<file path="src/rtl/usb_pkg.sv">
// Shared widths, default FIFO depth and read-strobe state encoding
// for the USB FIFO responder.
package usb_pkg;
  localparam int USB_DEPTH = 16;
  localparam int BYTE_W    = 8;
  localparam int RX_W      = BYTE_W + 1;

  typedef enum logic [1:0] {
    RD_IDLE,
    RD_ACTIVE,
    RD_UNDERRUN
  } rd_state_e;
endpackage

</file>
<file path="src/rtl/usb_fifo_responder_sync_fifo.sv">
// Show-ahead synchronous FIFO with occupancy count. The caller guarantees that
// push is only asserted when a slot is free (or a pop frees one in the same cycle).
module sync_fifo #(
  parameter int WIDTH = 8,
  parameter int DEPTH = 16
) (
  input  logic                   clk,
  input  logic                   rst_n,
  input  logic                   push,
  input  logic [WIDTH-1:0]       push_data,
  input  logic                   pop,
  output logic [WIDTH-1:0]       head,
  output logic [$clog2(DEPTH):0] count
);
  localparam int AW = $clog2(DEPTH);

  logic [WIDTH-1:0] mem [DEPTH];
  logic [AW-1:0]    wr_ptr;
  logic [AW-1:0]    rd_ptr;

  assign head = mem[rd_ptr];

  always_ff @(posedge clk) begin
    if (push) mem[wr_ptr] <= push_data;
  end

  // Pointers wrap naturally because DEPTH is a power of two.
  always_ff @(posedge clk or negedge rst_n) begin
    if (!rst_n) begin
      wr_ptr <= '0;
      rd_ptr <= '0;
      count  <= '0;
    end else begin
      if (push) wr_ptr <= wr_ptr + 1'b1;
      if (pop)  rd_ptr <= rd_ptr + 1'b1;
      case ({push, pop})
        2'b10:   count <= count + 1'b1;
        2'b01:   count <= count - 1'b1;
        default: count <= count;
      endcase
    end
  end
endmodule

</file>
<file path="src/rtl/usb_fifo_responder.sv">
// Bridges a strobe-driven USB controller byte bus to two valid/ready streams
// through an RX FIFO ({cmd,byte}) and a TX FIFO, with sticky overflow/underflow flags.
module usb_fifo_responder
  import usb_pkg::*;
#(
  parameter int DEPTH = USB_DEPTH
) (
  input  logic              clkin_50,
  input  logic              cpu_resetn,
  input  logic [BYTE_W-1:0] usb_fd_in,
  output logic [BYTE_W-1:0] usb_fd_out,
  output logic              usb_fd_oe,
  input  logic              usb_cmd_data,
  input  logic              usb_wen,
  input  logic              usb_ren,
  output logic              usb_empty,
  output logic              usb_full,
  output logic [RX_W-1:0]   rx_data,
  output logic              rx_valid,
  input  logic              rx_ready,
  input  logic [BYTE_W-1:0] tx_data,
  input  logic              tx_valid,
  output logic              tx_ready,
  output logic              ovf,
  output logic              unf,
  input  logic              err_clr
);
  localparam int CW = $clog2(DEPTH) + 1;
  localparam logic [CW-1:0] FULL_CNT = CW'(DEPTH);

  logic            wen_q, ren_q, wen_arm, ren_arm;
  rd_state_e       rd_state;
  logic [CW-1:0]   rx_count, tx_count;
  logic [RX_W-1:0] rx_head;
  logic [BYTE_W-1:0] tx_head;
  logic wr_edge, rd_fall, rd_rise;
  logic rx_push, rx_pop, tx_push, tx_pop;
  logic ovf_set, unf_set;

  // Arm bits stop a strobe held low across reset release from looking like a new edge.
  assign wr_edge = ~usb_wen & wen_q & wen_arm;
  assign rd_fall = ~usb_ren & ren_q & ren_arm;
  assign rd_rise = usb_ren & ~ren_q;

  assign rx_valid = (rx_count != '0);
  assign rx_pop   = rx_valid & rx_ready;
  assign rx_push  = wr_edge & ((rx_count != FULL_CNT) | rx_pop);
  assign rx_data  = rx_head;

  assign tx_pop   = rd_rise & (rd_state == RD_ACTIVE) & (tx_count != '0);
  assign tx_ready = (tx_count != FULL_CNT) | tx_pop;
  assign tx_push  = tx_valid & tx_ready;

  assign ovf_set = wr_edge & ~rx_push;
  assign unf_set = rd_fall & (tx_count == '0);

  assign usb_fd_out = (tx_count == '0) ? '0 : tx_head;
  assign usb_fd_oe  = ~ren_q;

  always_ff @(posedge clkin_50 or negedge cpu_resetn) begin
    if (!cpu_resetn) begin
      wen_q     <= 1'b1;
      ren_q     <= 1'b1;
      wen_arm   <= 1'b0;
      ren_arm   <= 1'b0;
      rd_state  <= RD_IDLE;
      usb_empty <= 1'b1;
      usb_full  <= 1'b0;
      ovf       <= 1'b0;
      unf       <= 1'b0;
    end else begin
      wen_q     <= usb_wen;
      ren_q     <= usb_ren;
      wen_arm   <= wen_arm | usb_wen;
      ren_arm   <= ren_arm | usb_ren;
      usb_empty <= (tx_count == '0);
      usb_full  <= (rx_count == FULL_CNT);
      // A strobe that starts on an empty FIFO never pops, even if data arrives mid-strobe.
      if (rd_fall)
        rd_state <= (tx_count == '0) ? RD_UNDERRUN : RD_ACTIVE;
      else if (rd_rise)
        rd_state <= RD_IDLE;
      ovf <= ovf_set | (ovf & ~err_clr);
      unf <= unf_set | (unf & ~err_clr);
    end
  end

  sync_fifo #(.WIDTH(RX_W), .DEPTH(DEPTH)) u_rx_fifo (
    .clk       (clkin_50),
    .rst_n     (cpu_resetn),
    .push      (rx_push),
    .push_data ({usb_cmd_data, usb_fd_in}),
    .pop       (rx_pop),
    .head      (rx_head),
    .count     (rx_count)
  );

  sync_fifo #(.WIDTH(BYTE_W), .DEPTH(DEPTH)) u_tx_fifo (
    .clk       (clkin_50),
    .rst_n     (cpu_resetn),
    .push      (tx_push),
    .push_data (tx_data),
    .pop       (tx_pop),
    .head      (tx_head),
    .count     (tx_count)
  );
endmodule

</file>
<file path="config.mk">
export PLATFORM = sky130hd
export DESIGN_NAME = usb_fifo_responder
export DESIGN_NICKNAME = d
export VERILOG_FILES = /design/src/rtl/usb_pkg.sv /design/src/rtl/usb_fifo_responder_sync_fifo.sv /design/src/rtl/usb_fifo_responder.sv
export SDC_FILE = /design/constraint.sdc
export NUM_CORES = 1
export LEC_CHECK = 0
export ABC_AREA = 1
export CAP_MARGIN = 25
export CORE_UTILIZATION = 60
export CTS_BUF_LIST = sky130_fd_sc_hd__clkbuf_8
export DETAILED_ROUTE_END_ITERATION = 8
export PLACE_DENSITY_LB_ADDON = 0.05
export SLEW_MARGIN = 40
export SYNTH_ARGS = -nofsm -noshare
export SYNTH_HDL_FRONTEND = slang
export SYNTH_SLANG_ARGS = --single-unit
export TNS_END_PERCENT = 1
</file>
<file path="constraint.sdc">
create_clock -name clkin_50 -period 6.8 [get_ports clkin_50]
set_input_delay 0.68 -clock clkin_50 [delete_from_list [all_inputs] [get_ports clkin_50]]
set_output_delay 0.68 -clock clkin_50 [all_outputs]
set_load 0.02 [all_outputs]
</file>
Word level (Yosys, flattened, before mapping)
Memory sizes are Yosys's and may differ from the RTL's.
Index checks and enable logic that the tools add are counted.

operators by class
  $add $sub $neg = 8
  equal/unequal tests = 8
  mux-type cells = 10
  bitwise logic cells = 25
  reduce and logical (&&, ||, !) cells = 6

operators with widths
  cell                                                                    number
  5-bit case mux with 2 select lines                                      2
  4-bit by 1-bit adder with 4-bit output (second input constant)          4
  1-bit bitwise AND                                                       14
  5-bit by 1-bit adder with 5-bit output (second input constant)          2
  5-bit != test (second input constant)                                   2
  5-bit nonzero test                                                      2
  5-bit by 1-bit subtractor with 5-bit output (second input constant)     2
  8-bit two-way mux                                                       1
  2-bit by 1-bit equality test with 1-bit output (second input constant)  3
  2-bit two-way mux                                                       3
  1-bit OR                                                                6
  2-bit nonzero test                                                      3
  5-bit equality test (second input constant)                             1
  5-bit zero test                                                         1
  1-bit inverter                                                          5
  2-bit equality test (second input constant)                             2
  1-bit two-way mux                                                       4

storage, ports and cells
  register bits = 36
  bits in writable memories = 272
  output and inout bits = 24
  memories kept = 2

memory list
  name           depth  width  read ports  clocked after Yosys merged registers in  write ports  line                                text
  u_rx_fifo.mem  16     9      1           0                                        1            usb_fifo_responder_sync_fifo.sv:17  logic [WIDTH-1:0] mem [DEPTH];
  u_tx_fifo.mem  16     8      1           0                                        1            usb_fifo_responder_sync_fifo.sv:17

Longest topological paths before layout
  word-level depth = 8
  gate-level depth with buffers = 17
  gate-level depth less buffers = 17

Hierarchy
A second synthesis with hierarchy kept.

unflattened totals
  cells, all modules = 1147
  area total of the unflattened synthesis = 13140.1 sq um

by module, submodules not included
  module                  instances  cells each  area each (sq um)
  sync_fifo at u_rx_fifo  1          561         6633.9
  sync_fifo at u_tx_fifo  1          512         5970.7
  usb_fifo_responder      1          74          535.5

Least setup slack after synthesis
No wires, ideal clock.

  kind = in2reg
  start = in usb_ren
  end = reg u_tx_fifo.count[4]
  arrival time = 2.340 ns
  slack = 4.343 ns
  cell stages on the path = 14
  buffers on the path = 1
  path through = inv_1 -> nor2_1 -> nand3_1 -> nand3b_4 -> nand2_4 -> buf_6 -> ha_1 -> xor2_1 -> ha_1 -> a21o_1 -> nand3_1 -> nand3_1 -> nand3_1 -> nand2_1

between the ends
  word-level cells in the longest chain between the ends = 7
  elaborated cells between the ends (all ways) = 9
  classes of those cells = eq/ne (2); mux (1); bitwise (5); reduce/logical (1)

ends and longest elaborated chain
  element                                                                                line                                text
  from (decl)                                                                            usb_fifo_responder.sv:15            input logic usb_ren,
  1-bit bitwise AND *                                                                    usb_fifo_responder.sv:43            assign rd_rise = usb_ren & ~ren_q;
  1-bit bitwise AND * (2 in a row)                                                       usb_fifo_responder.sv:50            assign tx_pop = rd_rise & (rd_state == RD_ACTIVE) & (tx_count != '0);
  1-bit OR *                                                                             usb_fifo_responder.sv:51            assign tx_ready = (tx_count != FULL_CNT) | tx_pop;
  net tx_ready                                                                           usb_fifo_responder.sv:23            output logic tx_ready,
  1-bit bitwise AND *                                                                    usb_fifo_responder.sv:52            assign tx_push = tx_valid & tx_ready;
  2-bit by 1-bit equality test with 1-bit output or 2-bit equality test (tied branches)  usb_fifo_responder_sync_fifo.sv:36  case ({push, pop})
  5-bit case mux with 2 select lines or 2-bit nonzero test (tied branches)               -
  to (signal assigned)                                                                   usb_fifo_responder_sync_fifo.sv:37  2'b10: count <= count + 1'b1;
  to (signal assigned)                                                                   usb_fifo_responder_sync_fifo.sv:38  2'b01: count <= count - 1'b1;
  to (signal assigned)                                                                   usb_fifo_responder_sync_fifo.sv:39  default: count <= count;
  to (decl)                                                                              usb_fifo_responder_sync_fifo.sv:13  output logic [$clog2(DEPTH):0] count

The timed path passes the listed nets; every way through them passes the cells marked *.
A chain may end at the register's enable or synchronous reset.

Worst setup path in the final report
  start = reg u_tx_fifo.rd_ptr[0]
  end = out usb_fd_out[6]

between the ends
  word-level cells in the longest chain between the ends = 2

ends and longest elaborated chain
  element                 line                                text
  from (decl)             usb_fifo_responder_sync_fifo.sv:19  logic [AW-1:0] rd_ptr;
  from (signal assigned)  usb_fifo_responder_sync_fifo.sv:35  if (pop) rd_ptr <= rd_ptr + 1'b1;
  memory 16 x 8 bit       -
  8-bit two-way mux       usb_fifo_responder.sv:57            assign usb_fd_out = (tx_count == '0) ? '0 : tx_head;
  to (decl)               usb_fifo_responder.sv:11            output logic [BYTE_W-1:0] usb_fd_out,

No other way between the ends.

==> impl_metrics.yaml <==
status:
  outcome: "finished, final reports clean"
clocking:
  clk_latency_ns: 0.58
  postCtsHoldBufs: 0
  cts.sinks: 308
  clockRootBuffer: "clkbuf_8"
  numCtsBuffers: 47
  ctsResizeCount: 0
  post_cts_buffers: 0
  cts_buffer_depth: 3
  cts.clk_slew.worst_paths_ns: 0.06
  cts_tree: "built"
  cts_max_level: 2
detailed_routing:
  num_vias: 8367
  viasPerCell: 5.67
  dr.pass1.iters: 5
  wl_per_cell_um: 18.8
  initialDrtViolationCount: 723
  routed_wl_um: 27700
  drt.antenna.violating_nets: 0
  drc: 0
global_route:
  grt_use_met1_pct: 37.7
  gr-usage-met3_pct: 4.27
  grt_max_degree: 101
  grt-ovfl-total: 0
  grt_pass1_wl_um: 42400
  antenna_found_initial: 0
  track_usage_pct: 25.5
  grt_pass1_vias: 7852
  busiest_layer: "met2"
  use_met2_pct: 39.2
floorplan:
  initial_core_util_pct: 61.6
  core-area_um2: 21200
  num_rows: 53
  die_height_um: 150
  ios: 48
  die_area_um2: 22400
  die_w_um: 150
timing:
  max-slew-margin-rel_pct: 44.5
  hold_viol: 0
  finalCriticalPeriod_ns: 4.30
  fmax_mhz: 233
  fin_worst_skew_ns: 0.0357
  whs_ns: 0.0790
  period_share_pct: 63.2
  final_max_slew_viol_count: 0
  setup_viol: 0
  setup_tns_ns: 0
  worst_slew_pin_slew_ns: 0.828
  rsz0062_at_grt: "no"
critical_path:
  cp-start-kind: "flop"
  critPathKind: "reg -> out"
  cp.required_ns: 6.12
  crit_path_frequent_cell: "nand2_1"
  path_cells: "buf_4 -> inv_2 -> buf_4 -> nand2_1 -> nand3_1 -> nand3_1 -> nand2_1 -> nand2_1 -> a21oi_1 -> clkdlybuf4s50_1"
  slowest_stage: "clkdlybuf4s50_1"
  slowest_delay_ns: 0.64
  cp_max_fo: 67
  endpoint_kind: "primary output"
  worst_ep_arrival_time_ns: 3.62
final_layout:
  final_cell_mix: "edfxtp_1, nand2_1, nand3_1"
  diodes: 0
  final_common_cell: "edfxtp_1"
  instances_no_fill: 1475
  drive_above_1_share_pct: 9.33
  area_growth_pct: 11.2
  nNetsFinal: 1206
yosys:
  yosysWarningCount: 0
  synthArstFlopShare_pct: 11.7
  synthAdderAreaFrac_pct: 1.88
  synth_fp_nets: 1146
  synth_mux_area_share_pct: 0
  synth_edf_count: 272
  synthSimpleGateAreaFrac_pct: 15.4
  synthCells: 1103
  synth_top_family_by_area: "simple AND/OR/NAND/NOR gates"
  ys_types: 35
  synth_area_um2: 13100
  synth_compound_area_share_pct: 6.98
  synth-seq-area-share_pct: 69.4
  synth_seq_cells: 308
  synthXorXnorAreaFrac_pct: 1.21
  synthFlopType: "edfxtp_1"
  synth.avg_cell_area_um2: 11.9
job:
  drv_cap: 0
worst_hold_path:
  hp-class: "in -> async"
placement:
  place_congestion: 0.812
  hpwl_um: 16600
  port_buffers: 47
  dpl.cell_count: 1389
power:
  vdd_drop_max_mv: 0.281
  p_leak_nw: 5.40
  p_per_area_nw_per_um2: 411
-- metal layers --
layer	routed length, um	vias up
met3	1880	32
met1	12300	4062
li1	-	3998
met5	0	-
met2	13100	275
met4	398	0
-- critical path, delay by kind of cell (launching register included) --
family / cells / cell delay (ns)
flip-flops: 1 / 0.38
AND/OR/NAND/NOR: 5 / 0.49
buffers and inverters: 4 / 1.89
AO/OA/AOI/OAI: 1 / 0.21
-- metrics by stage --
step | cell area (um^2) | utilization (%) | total power [mW] | worst slack [ns]
2_1_floorplan | 13100 | - | 3.98 | 4.34
3_3_place_gp | 13700 | 64.4 | 4.61 | 3.15
3_5_place_dp | 13700 | 64.5 | 4.66 | 3.16
4_1_cts | 14500 | 68.3 | 5.98 | 2.54
5_1_grt | 14500 | 68.5 | 6.33 | 2.28
6_report | 14500 | 68.5 | 5.97 | 2.50
-- power by group --
part	internal [mW]	switching (mW)	total [mW]
clock network	0.656	0.676	1.33
logic	0.754	1.52	2.27
registers	2.26	0.106	2.37
-- sequential cells by signal, summed over array words and instances, names as in the netlist --
| name | flops |
|---|---|
| wen_arm | 1 |
| rd_state | 2 |
| u_rx_fifo.wr_ptr | 4 |
| u_tx_fifo.rd_ptr | 4 |
| ren_q | 1 |
| ovf | 1 |
| ren_arm | 1 |
| u_rx_fifo.mem | 144 |
| usb_full | 1 |
| wen_q | 1 |
| unf | 1 |
| u_rx_fifo.rd_ptr | 4 |
| usb_empty | 1 |
| u_rx_fifo.count | 5 |
| u_tx_fifo.wr_ptr | 4 |
| u_tx_fifo.count | 5 |
| u_tx_fifo.mem | 128 |
-- cell type report --
cell class | instances | area [um^2]
clock inverters | 38 | 155
clock buffers | 48 | 661
inverters | 74 | 279
multi-input cells | 664 | 3390
fillers | 1576 | 6680
well taps | 275 | 344
flip-flops and latches | 308 | 9070
repair buffers | 68 | 629
-- synth_stat cells, types with 7 or more instances --
library cell | instances | area, um^2
edfxtp_1 | 272 | 8170
nand2_1 | 234 | 878
nor3_1 | 16 | 80.1
inv_1 | 67 | 251
a21oi_1 | 27 | 135
dfrtp_1 | 33 | 826
nand3_1 | 135 | 676
o21ai_1 | 12 | 60.1
o211ai_1 | 45 | 338
xor2_1 | 13 | 114
ha_1 | 18 | 225
nor2_1 | 77 | 289
buf_4 | 7 | 52.6
o21ai_0 | 67 | 335
buf_6 | 16 | 180
buf_2 | 25 | 125
clkbuf_1 | 7 | 26.3
-- logic make-up after synthesis --
| family | count (synthesis) |
|---|---|
| AO/OA/AOI/OAI | 156 |
| XOR/XNOR | 18 |
| adder cells (fa/ha/maj) | 19 |
| buffers and inverters | 131 |
| flip-flops | 308 |
| AND/OR/NAND/NOR | 471 |
-- final timing paths --
kind	slack (ns)	endpoint	cells after the start	from
worst min register to register	0.48	wen_arm$_DFF_PN0_	1	wen_arm$_DFF_PN0_
worst max register to register	4.02	u_tx_fifo.count[4]$_DFFE_PN0P_	15	u_tx_fifo.count[0]$_DFFE_PN0P_
min in group clkin_50	0.48	wen_arm$_DFF_PN0_	1	wen_arm$_DFF_PN0_
worst min-delay path	0.08	u_rx_fifo.count[4]$_DFFE_PN0P_	1	cpu_resetn
worst max-delay path	2.50	usb_fd_out[6]	10	u_tx_fifo.rd_ptr[0]$_DFFE_PN0P_
max in group asynchronous	6.36	ren_q$_DFF_PN1_	1	cpu_resetn
Power figures use the tool's default switching activity.
==> variant: new RTL, same flow settings <==
The package constant `USB_DEPTH` goes from 16 to 8.
--- a/src/rtl/usb_pkg.sv
+++ b/src/rtl/usb_pkg.sv
@@ -1,7 +1,7 @@
 // Shared widths, default FIFO depth and read-strobe state encoding
 // for the USB FIFO responder.
 package usb_pkg;
-  localparam int USB_DEPTH = 16;
+  localparam int USB_DEPTH = 8;
   localparam int BYTE_W    = 8;
   localparam int RX_W      = BYTE_W + 1;
 
Formal check against the unedited RTL: not equivalent (Yosys sat finds a counterexample within 10 cycles, from zero or initial values and one cycle with cpu_resetn low).
==> variant against the original RTL <==
  * Utilization grew 1.2 points
  * Routed wire length shrank 53%
  * Global-route usage shrank 1.6 points
  * Sequential share of layout area shrank 1.6 points
  * Setup slack gained 0.78 ns
  * Sequential cell count shrank 142
  * Critical endpoint is now usb_fd_out[4]
  * Via count shrank 47%
  * Total power shrank 44%
  * Area after synthesis shrank 46%
  * Final area shrank 45%
==> variant: results (changes against the original RTL) <==
Status
  • Status: completed (unchanged)

Drt
  • Wire length on met1: 5.51 mm (was 12.3 mm)
  • DR vias/cell: 5.45 (was 5.67)
  • Avg WL per Cell: 16.3 um (was 18.8 um)
  • Met3 Wirelength: 697 um (was 1.88 mm)
  • Routed met2 length: 6.75 mm (was 13.1 mm)

Global route
  • First-pass GRT wire length: 20.5 mm (was 42.4 mm)
  • GR Layer Usage met1: 0.286 (was 0.377)
  • Pin count of the biggest net entering global routing: 39 (was 101)
  • Vias in the first global route: 4,147 (was 7,852)
  • Met3 Use GR: 0.0676 (was 0.0427)

Layout
  • Max reg flops: 72 (was 144)
  • Comb_multi_in: 386 (was 664)
  • Post-Layout Cell Count: 807 (was 1,475)
  • Final net count: 686 (was 1,206)
  • Layout area overhead: 13.2% (was 11.2%)
  • Layout clock area frac: 0.0465 (was 0.0561)
  • Clkbuf count: 17 (was 48)
  • Share of cell area taken by multi-input logic gates: 0.248 (was 0.233)
  • Fill count: 818 (was 1,576)
  • Share of cells above drive strength 1: 0.116 (was 0.0933)

Power
  • Leakage: 2.92 nW (was 5.40 nW)
  • Clk pwr: 665 uW (was 1.33 mW)
  • Switch share: 0.383 (was 0.385)
  • Comb pwr: 1.22 mW (was 2.27 mW)
  • Maximum VDD drop: 0.290 mV (was 0.281 mV)
  • Sw power: 1.28 mW (was 2.30 mW)

Place
  • Post-Place Cell Area: 7590 um^2 (was 13,700 um^2)
  • Place WS: 3.78 ns (was 3.16 ns)
  • Routability cong.: 0.751 (was 0.812)
  • Post-detailed-placement half-perimeter wirelength: 7.92 mm (was 16.6 mm)
  • DP Cell Count: 775 (was 1,389)

Critical path
  • Worst Path Max Fanout: 34 (was 67)
  • Cells on worst reg2reg path: 13 (was 15)
  • Worst R2R Setup Slack: 4.46 ns (was 4.02 ns)

Synth
  • #FFs+latches synth: 166 (was 308)
  • Syn Nets: 642 (was 1,146)
  • Register area share after synthesis: 0.688 (was 0.694)
  • Async S/R FF share, synth: 0.181 (was 0.117)
  • Post-synth EDFFs: 136 (was 272)

Floorplan
  • Tapcells: 143 (was 275)

Clock network
  • H-tree depth: 4 (was 2)
  • Maximum clock path buffer count: 2 (was 3)
  • Clk_lat worst skew: 0.46 ns (was 0.58 ns)
  • Clock Pin Slew Worst Setup and Hold Paths: 0.08 ns (was 0.06 ns)

Timing
  • Setup Skew: 0.00779 ns (was 0.0357 ns)
  • Final hold slack: 0.488 ns (was 0.0790 ns)
  • Rel. slew slack: 0.444 (was 0.445)

Worst hold path
  • HP Class: reg -> reg (was in -> async)
variant: how the worst max path moves through the flow:
stage,start,end,slack (ns),cells after the start
final,u_tx_fifo.rd_ptr[0],usb_fd_out[4],3.29,6
after CTS,u_tx_fifo.rd_ptr[0],usb_fd_out[4],3.29,6
after floorplan,usb_ren,u_tx_fifo.count[2],4.54,12
after global placement,u_tx_fifo.rd_ptr[0],usb_fd_out[4],3.50,6
after global routing,u_tx_fifo.rd_ptr[0],usb_fd_out[4],3.13,6
after detailed placement,usb_ren,tx_ready,3.78,6
variant: logic make-up (layout without fill, tap and decap cells):
kind of cell | after synthesis | in the layout | synth area share
xor+xnor | 12 | 12 | 0.0149
compound gates | 114 | 114 | 0.0860
flops | 166 | 166 | 0.688
buf+inv | 55 | 112 | 0.0356
fa+ha+maj | 11 | 11 | 0.0206
simple gates | 249 | 249 | 0.155
